===== config.mk =====
export PLATFORM = sky130hd
export DESIGN_NAME = cmd_port_arbiter
export DESIGN_NICKNAME = d
export VERILOG_FILES = /design/src/rtl/cmd_arb_pkg.sv /design/src/rtl/cmd_port_arbiter_rr_pick.sv /design/src/rtl/cmd_port_arbiter.sv
export SDC_FILE = /design/constraint.sdc
export NUM_CORES = 1
export LEC_CHECK = 0
export BUFFER_PORTS_ARGS = -buffer_cell sky130_fd_sc_hd__clkbuf_2
export CAP_MARGIN = 20
export CORE_ASPECT_RATIO = 1.5
export CORE_UTILIZATION = 48
export CTS_BUF_LIST = sky130_fd_sc_hd__clkbuf_4 sky130_fd_sc_hd__clkbuf_8
export CTS_CLUSTER_SIZE = 24
export DETAILED_ROUTE_END_ITERATION = 12
export GPL_ROUTABILITY_DRIVEN = 1
export PLACE_DENSITY = 0.93
export SLEW_MARGIN = 20
export SYNTH_ARGS = -nofsm -noshare
export SYNTH_HDL_FRONTEND = slang
export SYNTH_HIERARCHICAL = 1
export SYNTH_SLANG_ARGS = --single-unit

===== constraint.sdc =====
create_clock -name clock -period 5.3 [get_ports clock]
set_input_delay 1.06 -clock clock [delete_from_list [all_inputs] [get_ports clock]]
set_output_delay 1.06 -clock clock [all_outputs]
set_load 0.01 [all_outputs]

===== src/rtl/cmd_arb_pkg.sv =====
// Shared definitions for the command-port arbiter: FSM state encoding,
// command section codes and command field positions.
package cmd_arb_pkg;

    typedef enum logic [1:0] {
        IDLE  = 2'd0,
        DRIVE = 2'd1,
        GAP   = 2'd2
    } state_t;

    localparam logic [1:0] SEC_MEM = 2'b00;
    localparam logic [1:0] SEC_DOT = 2'b01;
    localparam logic [1:0] SEC_CFG = 2'b10;
    localparam logic [1:0] SEC_RUN = 2'b11;

    localparam int SEC_MSB = 31;
    localparam int SEC_LSB = 30;
    localparam int SEL_MSB = 29;
    localparam int SEL_LSB = 26;

    // True when a command word targets the run/control section.
    function automatic logic is_run_cmd(input logic [31:0] word);
        return word[SEC_MSB:SEC_LSB] == SEC_RUN;
    endfunction

endpackage


===== src/rtl/cmd_port_arbiter_rr_pick.sv =====
// Combinational round-robin picker: returns the first set request found
// searching upward (with wrap) from the position just after ptr.
module rr_pick
    import cmd_arb_pkg::*;
#(
    parameter int NUM_REQ = 4,
    parameter int IW      = (NUM_REQ > 1) ? $clog2(NUM_REQ) : 1
) (
    input  logic [NUM_REQ-1:0] req,
    input  logic [IW-1:0]      ptr,
    output logic [IW-1:0]      grant,
    output logic               valid
);

    // Scan all NUM_REQ positions starting after ptr; first hit wins.
    always_comb begin
        int idx;
        grant = '0;
        valid = 1'b0;
        idx   = 0;
        for (int k = 1; k <= NUM_REQ; k++) begin
            idx = int'(ptr) + k;
            if (idx >= NUM_REQ) begin
                idx = idx - NUM_REQ;
            end
            if (!valid && req[idx[IW-1:0]]) begin
                valid = 1'b1;
                grant = idx[IW-1:0];
            end
        end
    end

endmodule


===== src/rtl/cmd_port_arbiter.sv =====
// Round-robin arbiter sharing the system-controller command port between
// NUM_REQ sources. Each grant produces a latch_data pulse HOLD_CYCLES high
// followed by at least GAP_CYCLES low so the downstream rising-edge detector
// sees every command exactly once.
// Optional build macro CMD_ARB_RUN_PRIORITY_EN: run-section commands
// (word[31:30] == 2'b11) win over all other pending requests.
module cmd_port_arbiter
    import cmd_arb_pkg::*;
#(
    parameter int NUM_REQ     = 4,
    parameter int HOLD_CYCLES = 2,
    parameter int GAP_CYCLES  = 2
) (
    input  logic                  clock,
    input  logic                  reset_n,
    input  logic [NUM_REQ-1:0]    req,
    input  logic [32*NUM_REQ-1:0] req_data,
    output logic [NUM_REQ-1:0]    ack,
    output logic [31:0]           cmd_data,
    output logic                  latch_data,
    output logic [3:0]            grant_id,
    output logic                  busy
);

    localparam int IW   = (NUM_REQ > 1) ? $clog2(NUM_REQ) : 1;
    localparam int CMAX = (HOLD_CYCLES > GAP_CYCLES) ? HOLD_CYCLES : GAP_CYCLES;
    localparam int CW   = $clog2(CMAX) + 1;

    state_t               state_q, state_d;
    logic [CW-1:0]        cnt_q, cnt_d;
    logic [IW-1:0]        ptr_q, ptr_d;
    logic [31:0]          cmd_q, cmd_d;
    logic                 latch_q, latch_d;
    logic [NUM_REQ-1:0]   ack_q, ack_d;
    logic [3:0]           gid_q, gid_d;

    logic [31:0]          word [NUM_REQ];
    logic [IW-1:0]        pick_g;
    logic                 pick_v;

    generate
        for (genvar gi = 0; gi < NUM_REQ; gi++) begin : g_word
            assign word[gi] = req_data[32*gi +: 32];
        end
    endgenerate

`ifdef CMD_ARB_RUN_PRIORITY_EN
    logic [NUM_REQ-1:0] run_req;
    logic [IW-1:0]      run_g, all_g;
    logic               run_v, all_v;

    generate
        for (genvar gi = 0; gi < NUM_REQ; gi++) begin : g_run
            assign run_req[gi] = req[gi] && is_run_cmd(word[gi]);
        end
    endgenerate

    rr_pick #(.NUM_REQ(NUM_REQ), .IW(IW)) u_pick_run (
        .req   (run_req),
        .ptr   (ptr_q),
        .grant (run_g),
        .valid (run_v)
    );

    rr_pick #(.NUM_REQ(NUM_REQ), .IW(IW)) u_pick_all (
        .req   (req),
        .ptr   (ptr_q),
        .grant (all_g),
        .valid (all_v)
    );

    // A pending run-section command preempts the plain round-robin choice.
    assign pick_g = run_v ? run_g : all_g;
    assign pick_v = all_v;
`else
    rr_pick #(.NUM_REQ(NUM_REQ), .IW(IW)) u_pick_all (
        .req   (req),
        .ptr   (ptr_q),
        .grant (pick_g),
        .valid (pick_v)
    );
`endif

    // Next-state and output computation for the IDLE/DRIVE/GAP sequence.
    always_comb begin
        state_d = state_q;
        cnt_d   = cnt_q;
        ptr_d   = ptr_q;
        cmd_d   = cmd_q;
        latch_d = latch_q;
        ack_d   = '0;
        gid_d   = gid_q;
        case (state_q)
            IDLE: begin
                if (pick_v) begin
                    cmd_d         = word[pick_g];
                    latch_d       = 1'b1;
                    ack_d[pick_g] = 1'b1;
                    gid_d         = 4'(pick_g);
                    ptr_d         = pick_g;
                    cnt_d         = CW'(HOLD_CYCLES - 1);
                    state_d       = DRIVE;
                end
            end
            DRIVE: begin
                if (cnt_q == '0) begin
                    latch_d = 1'b0;
                    cnt_d   = CW'(GAP_CYCLES - 1);
                    state_d = GAP;
                end else begin
                    cnt_d = cnt_q - CW'(1);
                end
            end
            GAP: begin
                if (cnt_q == '0) begin
                    state_d = IDLE;
                end else begin
                    cnt_d = cnt_q - CW'(1);
                end
            end
            default: begin
                latch_d = 1'b0;
                state_d = IDLE;
            end
        endcase
    end

    // State and output registers; reset aborts any command in flight.
    always_ff @(posedge clock or negedge reset_n) begin
        if (!reset_n) begin
            state_q <= IDLE;
            cnt_q   <= '0;
            ptr_q   <= IW'(NUM_REQ - 1);
            cmd_q   <= '0;
            latch_q <= 1'b0;
            ack_q   <= '0;
            gid_q   <= '0;
        end else begin
            state_q <= state_d;
            cnt_q   <= cnt_d;
            ptr_q   <= ptr_d;
            cmd_q   <= cmd_d;
            latch_q <= latch_d;
            ack_q   <= ack_d;
            gid_q   <= gid_d;
        end
    end

    assign ack        = ack_q;
    assign cmd_data   = cmd_q;
    assign latch_data = latch_q;
    assign grant_id   = gid_q;
    assign busy       = (state_q != IDLE);

endmodule


==> results of run 1 <==
critical path, cell delays in order:
cell and delay [ns]:
clkbuf_2 0.12, a21oi_1 0.12, a31oi_1 0.08, a21oi_4 0.13, buf_4 0.81, mux2i_1 0.35, o221ai_2 0.14
per-layer routing:
layer,track usage [%],vias to the layer above,share of wire (%)
met5,0,-,0
met4,13.0,0,1.9
met3,5.21,17,5.0
met2,47.3,114,55
met1,26.2,1323,38
li1,-,1271,-
final timing paths:
path,endpoint,cells after the start
setup / recovery,cmd_data[10]$_DFFE_PN0P_,7
hold / removal,ptr_q[0]$_DFFE_PN1P_,2
setup reg to reg,cmd_data[10]$_DFFE_PN0P_,5
hold reg to reg,ptr_q[0]$_DFFE_PN1P_,2
max in group asynchronous,cmd_data[19]$_DFFE_PN0P_,1
min in group asynchronous,cmd_data[29]$_DFFE_PN0P_,1
state kept, by name (all words and copies together) (netlist names):
signal and cells:
latch_data 1, ack 4, ptr_q 2, grant_id 2, cmd_data 32, state_q 2
cnt_q 2
kinds of logic (layout without fill, tap and decap cells):
logic type	Yosys count	in the layout	synth area share [%]
buffers and inverters	28	191	7.11
multiplexers	65	65	23.1
other	1	2	0.133
AO/OA/AOI/OAI	52	52	17.1
AND/OR/NAND/NOR	61	61	9.77
flip-flops	45	45	40.1
adder cells (fa/ha/maj)	6	6	2.67
power by group through the flow:
stage          clock network, mW  logic (mW)  registers [mW]
2_1_floorplan                  0       0.758           0.672
3_3_place_gp                   0        1.06           0.612
3_5_place_dp                   0        1.10           0.621
4_1_cts                    0.242        1.11           0.617
5_1_grt                    0.257        1.21           0.636
6_report                   0.235        1.10           0.620
area by class of cell:
type,count,area [sq um]
Clock buffer,7,96.3
Clock inverter,1,5.00
Fill cell,462,1840
Inverter,8,30.0
Multi-Input combinational cell,186,1500
Sequential cell,45,1130
Tap cell,70,87.6
Timing Repair Buffer,175,883
stage by stage:
step | instance area (sq um) | setup WS (ns)
floorplan | 2820 | 3.07
global placement | 3630 | 2.39
detailed placement | 3630 | 2.28
CTS | 3730 | 2.62
global route | 3730 | 2.50
finish | 3730 | 2.61
cell usage in the layout (no fill, tap or decap), drive strengths merged:
master,count
clkbuf,179
mux2i,65
nand2,46
dfrtp,43
o221ai,33
a21oi,11
inv,8
ha,6
nand2b,6
a31oi,5
nor2,3
buf,3
conb,2
dfstp,2
nor3,1
and2,1
and3,1
nor3b,1
o21ai,1
a41o,1
o21bai,1
or3b,1
clkinv,1
and2b,1
==> impl_metrics.py, run 1 <==
metrics = {
    "pwr": {
        "power_density_mw_per_mm2": 522,
        "leakagePower_nw": 2.05,
        "internal-power_mw": 1.11,
        "sequentialPowerShare_pct": 31.8,
        "power_switching_share_pct": 42.9,
        "ir_drop_v": 0.000553,
        "power_mw": 1.95,
        "comb_power_share_pct": 56.2,
        "p_clk_share_pct": 12.0,
        "switching_power_uw": 837,
    },
    "clock_network": {
        "clk_latency_ns": 0.30,
        "cts_made_buffers": 5,
        "cts_tree": "done",
        "root_buffer": "clkbuf_8",
        "hold_buffers": 0,
        "cts_resized": 0,
        "clock_sinks": 45,
        "cts_setup_buffers": 0,
        "clkSlewWorstSetupHoldPaths_ns": 0.09,
        "clock_tree.buffer_depth": 2,
        "cts_htree_levels": 2,
    },
    "synthesis": {
        "syn_avg_cell_area_sq_um": 10.9,
        "ys_async_sr_fraction_pct": 100,
        "ys_ff_latch": 45,
        "yosys-top-cells-area": "dfrtp_1, mux2i_1, o221ai_2",
        "synth_top_area_share_pct": 38.2,
        "synthTopCellsByCount": "mux2i_1, nand2_1, dfrtp_1, o221ai_1, o221ai_2",
        "syn_inst": 258,
        "synth_edf_count": 0,
        "synth_most_common_cell": "mux2i_1",
        "ys.warnings.count": 6,
        "synth.largest_area_cell": "dfrtp_1",
        "synth.distinct_cells": 32,
        "ys_seq_area_share_pct": 40.1,
        "syn_area_sq_mm": 0.00282,
        "ys.flop_type": "dfrtp_1",
    },
    "sta": {
        "setup-tns-final_ns": 0,
        "fin_crit_ns": 2.69,
        "rsz0062_at_grt": "no",
        "slew-limit-headroom_pct": 28.8,
        "maxClockFrequency_mhz": 371,
        "finalCritPeriodShare_pct": 50.8,
        "hold_slack_ns": 0.488,
        "hold_viol": 0,
        "worst_slew_pin_slew_ns": 1.07,
        "maxSlewViolCount": 0,
        "clock_skew_ns": 0.0106,
        "setup_viol": 0,
    },
    "layout": {
        "drive_gt1_share_pct": 48.1,
        "final_core_util_pct": 67.0,
        "final_cells": 492,
        "n_antenna_cell": 0,
        "area_growth_syn_to_layout_pct": 32.6,
        "nets": 561,
    },
    "job": {
        "max_cap_violations": 0,
    },
    "route": {
        "drc": 0,
        "ant_nets": 0,
        "wirelength_mm": 7.73,
        "first_pass_iters": 4,
        "via_per_inst": 5.54,
        "drtIter0Drc": 135,
        "wl_per_cell_um": 15.7,
        "num_vias": 2725,
    },
    "place": {
        "dpl.cell_count": 484,
        "hpwl_mm": 5.87,
        "port_buffers": 173,
        "gp_congestion": 0.800,
    },
    "grt": {
        "antenna_found_initial": 0,
        "grt_pass1_wl_mm": 12.0,
        "grt_pass1_vias": 2823,
        "grt_util_all_layers_pct": 25.3,
        "grt_max_degree": 69,
        "overflow": 0,
    },
    "critical_path": {
        "crit_path_start": "req[1]",
        "worstSetupStartpointType": "input port",
        "critPathKind": "input port to flip-flop",
        "r2r_start": "ptr_q[1]$_DFFE_PN1P_",
        "crit_fanout": 68,
        "cp-end-kind": "flip-flop",
        "crit_arrival_ns": 2.85,
        "required_ns": 5.45,
        "ff2ff_setup_slack_ns": 2.96,
    },
    "min_path": {
        "min_from": "ptr_q[0]$_DFFE_PN1P_",
        "hp-class": "flip-flop to flip-flop",
    },
    "floorplanning": {
        "fp.coreArea_sq_mm": 0.00557,
        "io_pins": 176,
        "fp.dieW_um": 64.5,
        "die_height_um": 95.8,
        "dieArea_sq_mm": 0.00618,
        "rows": 33,
        "start_util_pct": 50.5,
    },
    "outcome": {
        "status": "complete, no violations",
    },
}
Note: power is estimated with default switching activity, not from simulation.
==> run 2: changes to the inputs <==
- CORE_UTILIZATION: 48 -> 44
- PLACE_DENSITY: 0.93 -> 0.86
- clock period: 5.3 -> 2.55 ns (I/O delays scaled with it)
==> impl_metrics.py, run 2 (synthesis results as in run 1) <==
metrics = {
    "grt": {
        "overflow": 0,
        "grt_max_degree": 69,
        "antenna_found_initial": 0,
        "grt_util_all_layers_pct": 23.0,
        "grt_pass1_vias": 2641,
        "grt_pass1_wl_mm": 11.8,
    },
    "route": {
        "num_vias": 2624,
        "first_pass_iters": 4,
        "ant_nets": 0,
        "via_per_inst": 5.26,
        "drtIter0Drc": 100,
        "wl_per_cell_um": 15.3,
        "drc": 0,
        "wirelength_mm": 7.63,
    },
    "sta": {
        "clock_skew_ns": 0.0127,
        "fin_ws_ns": 0.456,
        "setup_viol": 0,
        "finalCritPeriodShare_pct": 82.1,
        "fin_crit_ns": 2.09,
        "maxClockFrequency_mhz": 478,
        "maxSlewViolCount": 0,
        "rsz0062_at_grt": "no",
        "hold_slack_ns": 0.190,
        "hold_viol": 0,
        "worst_slew_pin_slew_ns": 0.591,
        "setup-tns-final_ns": 0,
        "slew-limit-headroom_pct": 60.6,
    },
    "critical_path": {
        "required_ns": 2.70,
        "cp_slowest_cell": "dfstp_2",
        "r2r_start": "ptr_q[1]$_DFFE_PN1P_",
        "rr_endpoint": "cmd_data[21]$_DFFE_PN0P_",
        "cp-end-kind": "flip-flop",
        "worstSetupStartpointType": "flip-flop",
        "crit_fanout": 14,
        "crit_end": "cmd_data[21]$_DFFE_PN0P_",
        "reg2regPathDepth": 6,
        "ff2ff_setup_slack_ns": 0.46,
        "crit_arrival_ns": 2.24,
        "worst_path_largest_cell_delay_ns": 0.60,
        "crit_chain": "nand2b_1 -> a21oi_2 -> o221ai_2 -> nand2b_2 -> buf_4 -> o221ai_1",
        "critPathKind": "flip-flop to flip-flop",
        "crit_path_start": "ptr_q[1]$_DFFE_PN1P_",
    },
    "place": {
        "port_buffers": 173,
        "gp_congestion": 0.766,
        "hpwl_mm": 5.91,
        "pre_cts_ws_ns": 0.378,
        "dpl.cell_count": 491,
    },
    "job": {
        "max_cap_violations": 0,
    },
    "clock_network": {
        "hold_buffers": 0,
        "clock_sinks": 45,
        "cts_made_buffers": 5,
        "cts_htree_levels": 2,
        "clk_latency_ns": 0.30,
        "clkSlewWorstSetupHoldPaths_ns": 0.09,
        "cts_setup_buffers": 0,
        "cts_tree": "done",
        "root_buffer": "clkbuf_8",
        "cts_resized": 0,
        "clock_tree.buffer_depth": 2,
    },
    "layout": {
        "area_growth_syn_to_layout_pct": 35.0,
        "n_antenna_cell": 0,
        "layout_common_cells": "clkbuf_2, mux2i_1, nand2_1",
        "final_cells": 499,
        "layout_commonest_cell": "clkbuf_2",
        "nets": 564,
        "largest_reg_flops": 32,
        "drive_gt1_share_pct": 48.5,
        "final_core_util_pct": 61.6,
    },
    "pwr": {
        "ir_drop_v": 0.00100,
        "power_density_mw_per_mm2": 1100,
        "leakagePower_nw": 2.08,
    },
    "floorplanning": {
        "io_pins": 176,
        "start_util_pct": 45.6,
        "rows": 35,
        "die_height_um": 100,
        "dieArea_sq_mm": 0.00673,
        "fp.coreArea_sq_mm": 0.00617,
        "fp.dieW_um": 67.3,
    },
    "min_path": {
        "hp-class": "input port to async pin",
    },
    "outcome": {
        "status": "complete, no violations",
    },
}
run 2: worst min path at each step:
stage | from | end | cells after the start
after floorplan | reset_n | ack[0]$_DFF_PN0_ | 0
final | reset_n | grant_id[0]$_DFFE_PN0P_ | 1
after CTS | reset_n | grant_id[0]$_DFFE_PN0P_ | 1
after global routing | reset_n | grant_id[0]$_DFFE_PN0P_ | 1
after detailed placement | cmd_data[12]$_DFFE_PN0P_ | cmd_data[12]$_DFFE_PN0P_ | 2
after global placement | grant_id[1]$_DFFE_PN0P_ | grant_id[1]$_DFFE_PN0P_ | 2
run 2: final cells by class:
class / instances / area [sq um]
fill: 509 / 2370
sequential: 45 / 1130
multi-input combinational: 186 / 1500
tap: 74 / 92.6
clock inverter: 2 / 37.5
inverter: 8 / 30.0
clock buffer: 6 / 82.6
timing repair buffer: 178 / 928
run 2: per-stage QoR:
step                area, sq um  total power [mW]
finish                     3800              4.18
global route               3800              4.50
CTS                        3800              4.23
detailed placement         3680              3.65
global placement           3680              3.53
floorplan                  2820              2.97
run 2: worst max-delay path, delay by kind of cell (launching register included):
| family | cells | cell delay (ns) |
|---|---|---|
| buffers and inverters | 1 | 0.26 |
| flip-flops | 1 | 0.60 |
| AND/OR/NAND/NOR | 2 | 0.55 |
| AO/OA/AOI/OAI | 3 | 0.52 |
run 2: report_power, final:
group          switching, mW  leakage [nW]  internal, mW
Clock                  0.247        0.0574         0.319
Combinational           1.30          1.47          1.04
Sequential             0.204         0.555          1.07
Total                   1.75          2.08          2.43
run 2: metal layers:
layer | vias up | wire length (um) | global-route usage (%)
li1 | 1278 | - | -
met3 | 12 | 381 | 4.89
met2 | 100 | 4140 | 41.8
met5 | - | 0 | 0
met4 | 0 | 117 | 7.69
met1 | 1234 | 2990 | 25.6
==> run 3: changes to the inputs <==
- clock period: 2.55 -> 2.1 ns (I/O delays scaled with it)
==> impl_metrics.py, run 3 (synthesis results as in run 1) <==
metrics = {
    "critical_path": {
        "worstSetupStartpointType": "flip-flop",
        "crit_arrival_ns": 2.11,
        "critPathKind": "flip-flop to flip-flop",
        "r2r_start": "ptr_q[1]$_DFFE_PN1P_",
        "rr_endpoint": "cmd_data[23]$_DFFE_PN0P_",
        "reg2regPathDepth": 5,
        "crit_chain": "nand2b_1 -> a21oi_2 -> o221ai_2 -> nand2_4 -> o221ai_1",
        "worst_path_largest_cell_delay_ns": 0.60,
        "ff2ff_setup_slack_ns": 0.19,
        "crit_fanout": 34,
        "cp-end-kind": "flip-flop",
        "required_ns": 2.30,
        "cp_slowest_cell": "dfstp_2",
    },
    "layout": {
        "drive_gt1_share_pct": 48.7,
        "area_growth_syn_to_layout_pct": 35.3,
        "nets": 566,
        "layout_common_cells": "clkbuf_2, mux2i_1, nand2_1",
        "n_antenna_cell": 0,
        "largest_reg_flops": 32,
        "layout_commonest_cell": "clkbuf_2",
        "nFillCells": 544,
        "design_area_sq_mm": 0.00381,
    },
    "route": {
        "drtIter0Drc": 125,
        "via_per_inst": 5.40,
        "num_vias": 2704,
        "ant_nets": 0,
        "drc": 0,
        "wl_per_cell_um": 15.3,
        "first_pass_iters": 4,
        "wirelength_mm": 7.66,
    },
    "clock_network": {
        "clkSlewWorstSetupHoldPaths_ns": 0.08,
        "cts_resized": 0,
        "clock_sinks": 45,
        "cts_made_buffers": 5,
        "clock_tree.buffer_depth": 2,
        "root_buffer": "clkbuf_8",
        "hold_buffers": 0,
        "cts_tree": "done",
        "clk_latency_ns": 0.29,
        "cts_htree_levels": 2,
        "cts_setup_buffers": 0,
    },
    "pwr": {
        "leakagePower_nw": 2.09,
        "power_density_mw_per_mm2": 1310,
        "ir_drop_v": 0.00117,
    },
    "sta": {
        "maxClockFrequency_mhz": 523,
        "maxSlewViolCount": 0,
        "hold_viol": 0,
        "setup_viol": 0,
        "slew-limit-headroom_pct": 59.3,
        "fin_crit_ns": 1.91,
        "clock_skew_ns": 0.00568,
        "setup-tns-final_ns": 0,
        "finalCritPeriodShare_pct": 91.0,
        "worst_slew_pin_slew_ns": 0.610,
        "rsz0062_at_grt": "no",
    },
    "grt": {
        "grt_max_degree": 45,
        "grt_pass1_wl_mm": 11.7,
        "grt_pass1_vias": 2727,
        "overflow": 0,
        "antenna_found_initial": 0,
        "grt_util_all_layers_pct": 22.9,
    },
    "outcome": {
        "status": "complete, no violations",
    },
    "floorplanning": {
        "start_util_pct": 45.6,
        "io_pins": 176,
        "dieArea_sq_mm": 0.00673,
        "rows": 35,
        "fp.dieW_um": 67.3,
        "die_height_um": 100,
        "fp.coreArea_sq_mm": 0.00617,
    },
    "min_path": {
        "hp-class": "input port to async pin",
    },
    "job": {
        "max_cap_violations": 0,
    },
    "place": {
        "gp_congestion": 0.890,
        "place_area_sq_mm": 0.00371,
        "port_buffers": 173,
        "hpwl_mm": 6.06,
    },
}
run 3: cell types whose count changed in the layout (fill, tap and decap cells not counted):
cell and change:
buf_4 +1, clkinv_2 +1, clkinvlp_4 -1, clkbuf_8 +1, buf_12 +1, bufinv_16 -1
run 3: worst max-delay path by stage:
stage	start	to
6_report	ptr_q[1]$_DFFE_PN1P_	cmd_data[23]$_DFFE_PN0P_
5_1_grt	ptr_q[1]$_DFFE_PN1P_	cmd_data[30]$_DFFE_PN0P_
4_1_cts	ptr_q[1]$_DFFE_PN1P_	cmd_data[9]$_DFFE_PN0P_
3_5_place_dp	req[1]	cmd_data[9]$_DFFE_PN0P_
3_3_place_gp	req[0]	cmd_data[7]$_DFFE_PN0P_
2_1_floorplan	ptr_q[1]$_DFFE_PN1P_	cmd_data[16]$_DFFE_PN0P_
run 3: critical path: cells and delay by family (launching register included):
kind	cells	cell delay (ns)
simple gates	2	0.51
flops	1	0.60
compound gates	3	0.71
run 3: per-stage QoR:
step / cells / setup slack, ns / util (%) / total power [mW] / hold slack (ns)
after global placement: 493 / 0.273 / 60.1 / 4.30 / 0.427
after floorplan: 259 / 0.443 / - / 3.61 / 0.124
final: 501 / 0.189 / 61.7 / 5.00 / 0.122
after detailed placement: 493 / 0.168 / 60.1 / 4.45 / 0.456
after CTS: 501 / 0.200 / 61.7 / 5.05 / 0.130
after global routing: 501 / 0.0507 / 61.7 / 5.37 / 0.141
run 3: layer usage:
metal	track usage (%)	routed length, um
met1	24.5	2800
met2	43.0	4260
met3	4.20	440
met4	7.86	153
met5	0	0
run 3: final cells by class:
class,instances,area (sq um),share of cell area [%]
Inverter,8,30.0,0.788
Tap cell,74,92.6,2.43
Clock inverter,1,5.00,0.131
Clock buffer,7,96.3,2.53
Multi-Input combinational cell,186,1500,39.4
Sequential cell,45,1130,29.6
Timing Repair Buffer,180,956,25.1
run 3: power by group:
part	internal, mW	switching, mW
clock	0.298	0.286
sequential	1.30	0.254
combinational	1.28	1.58
total	2.88	2.12
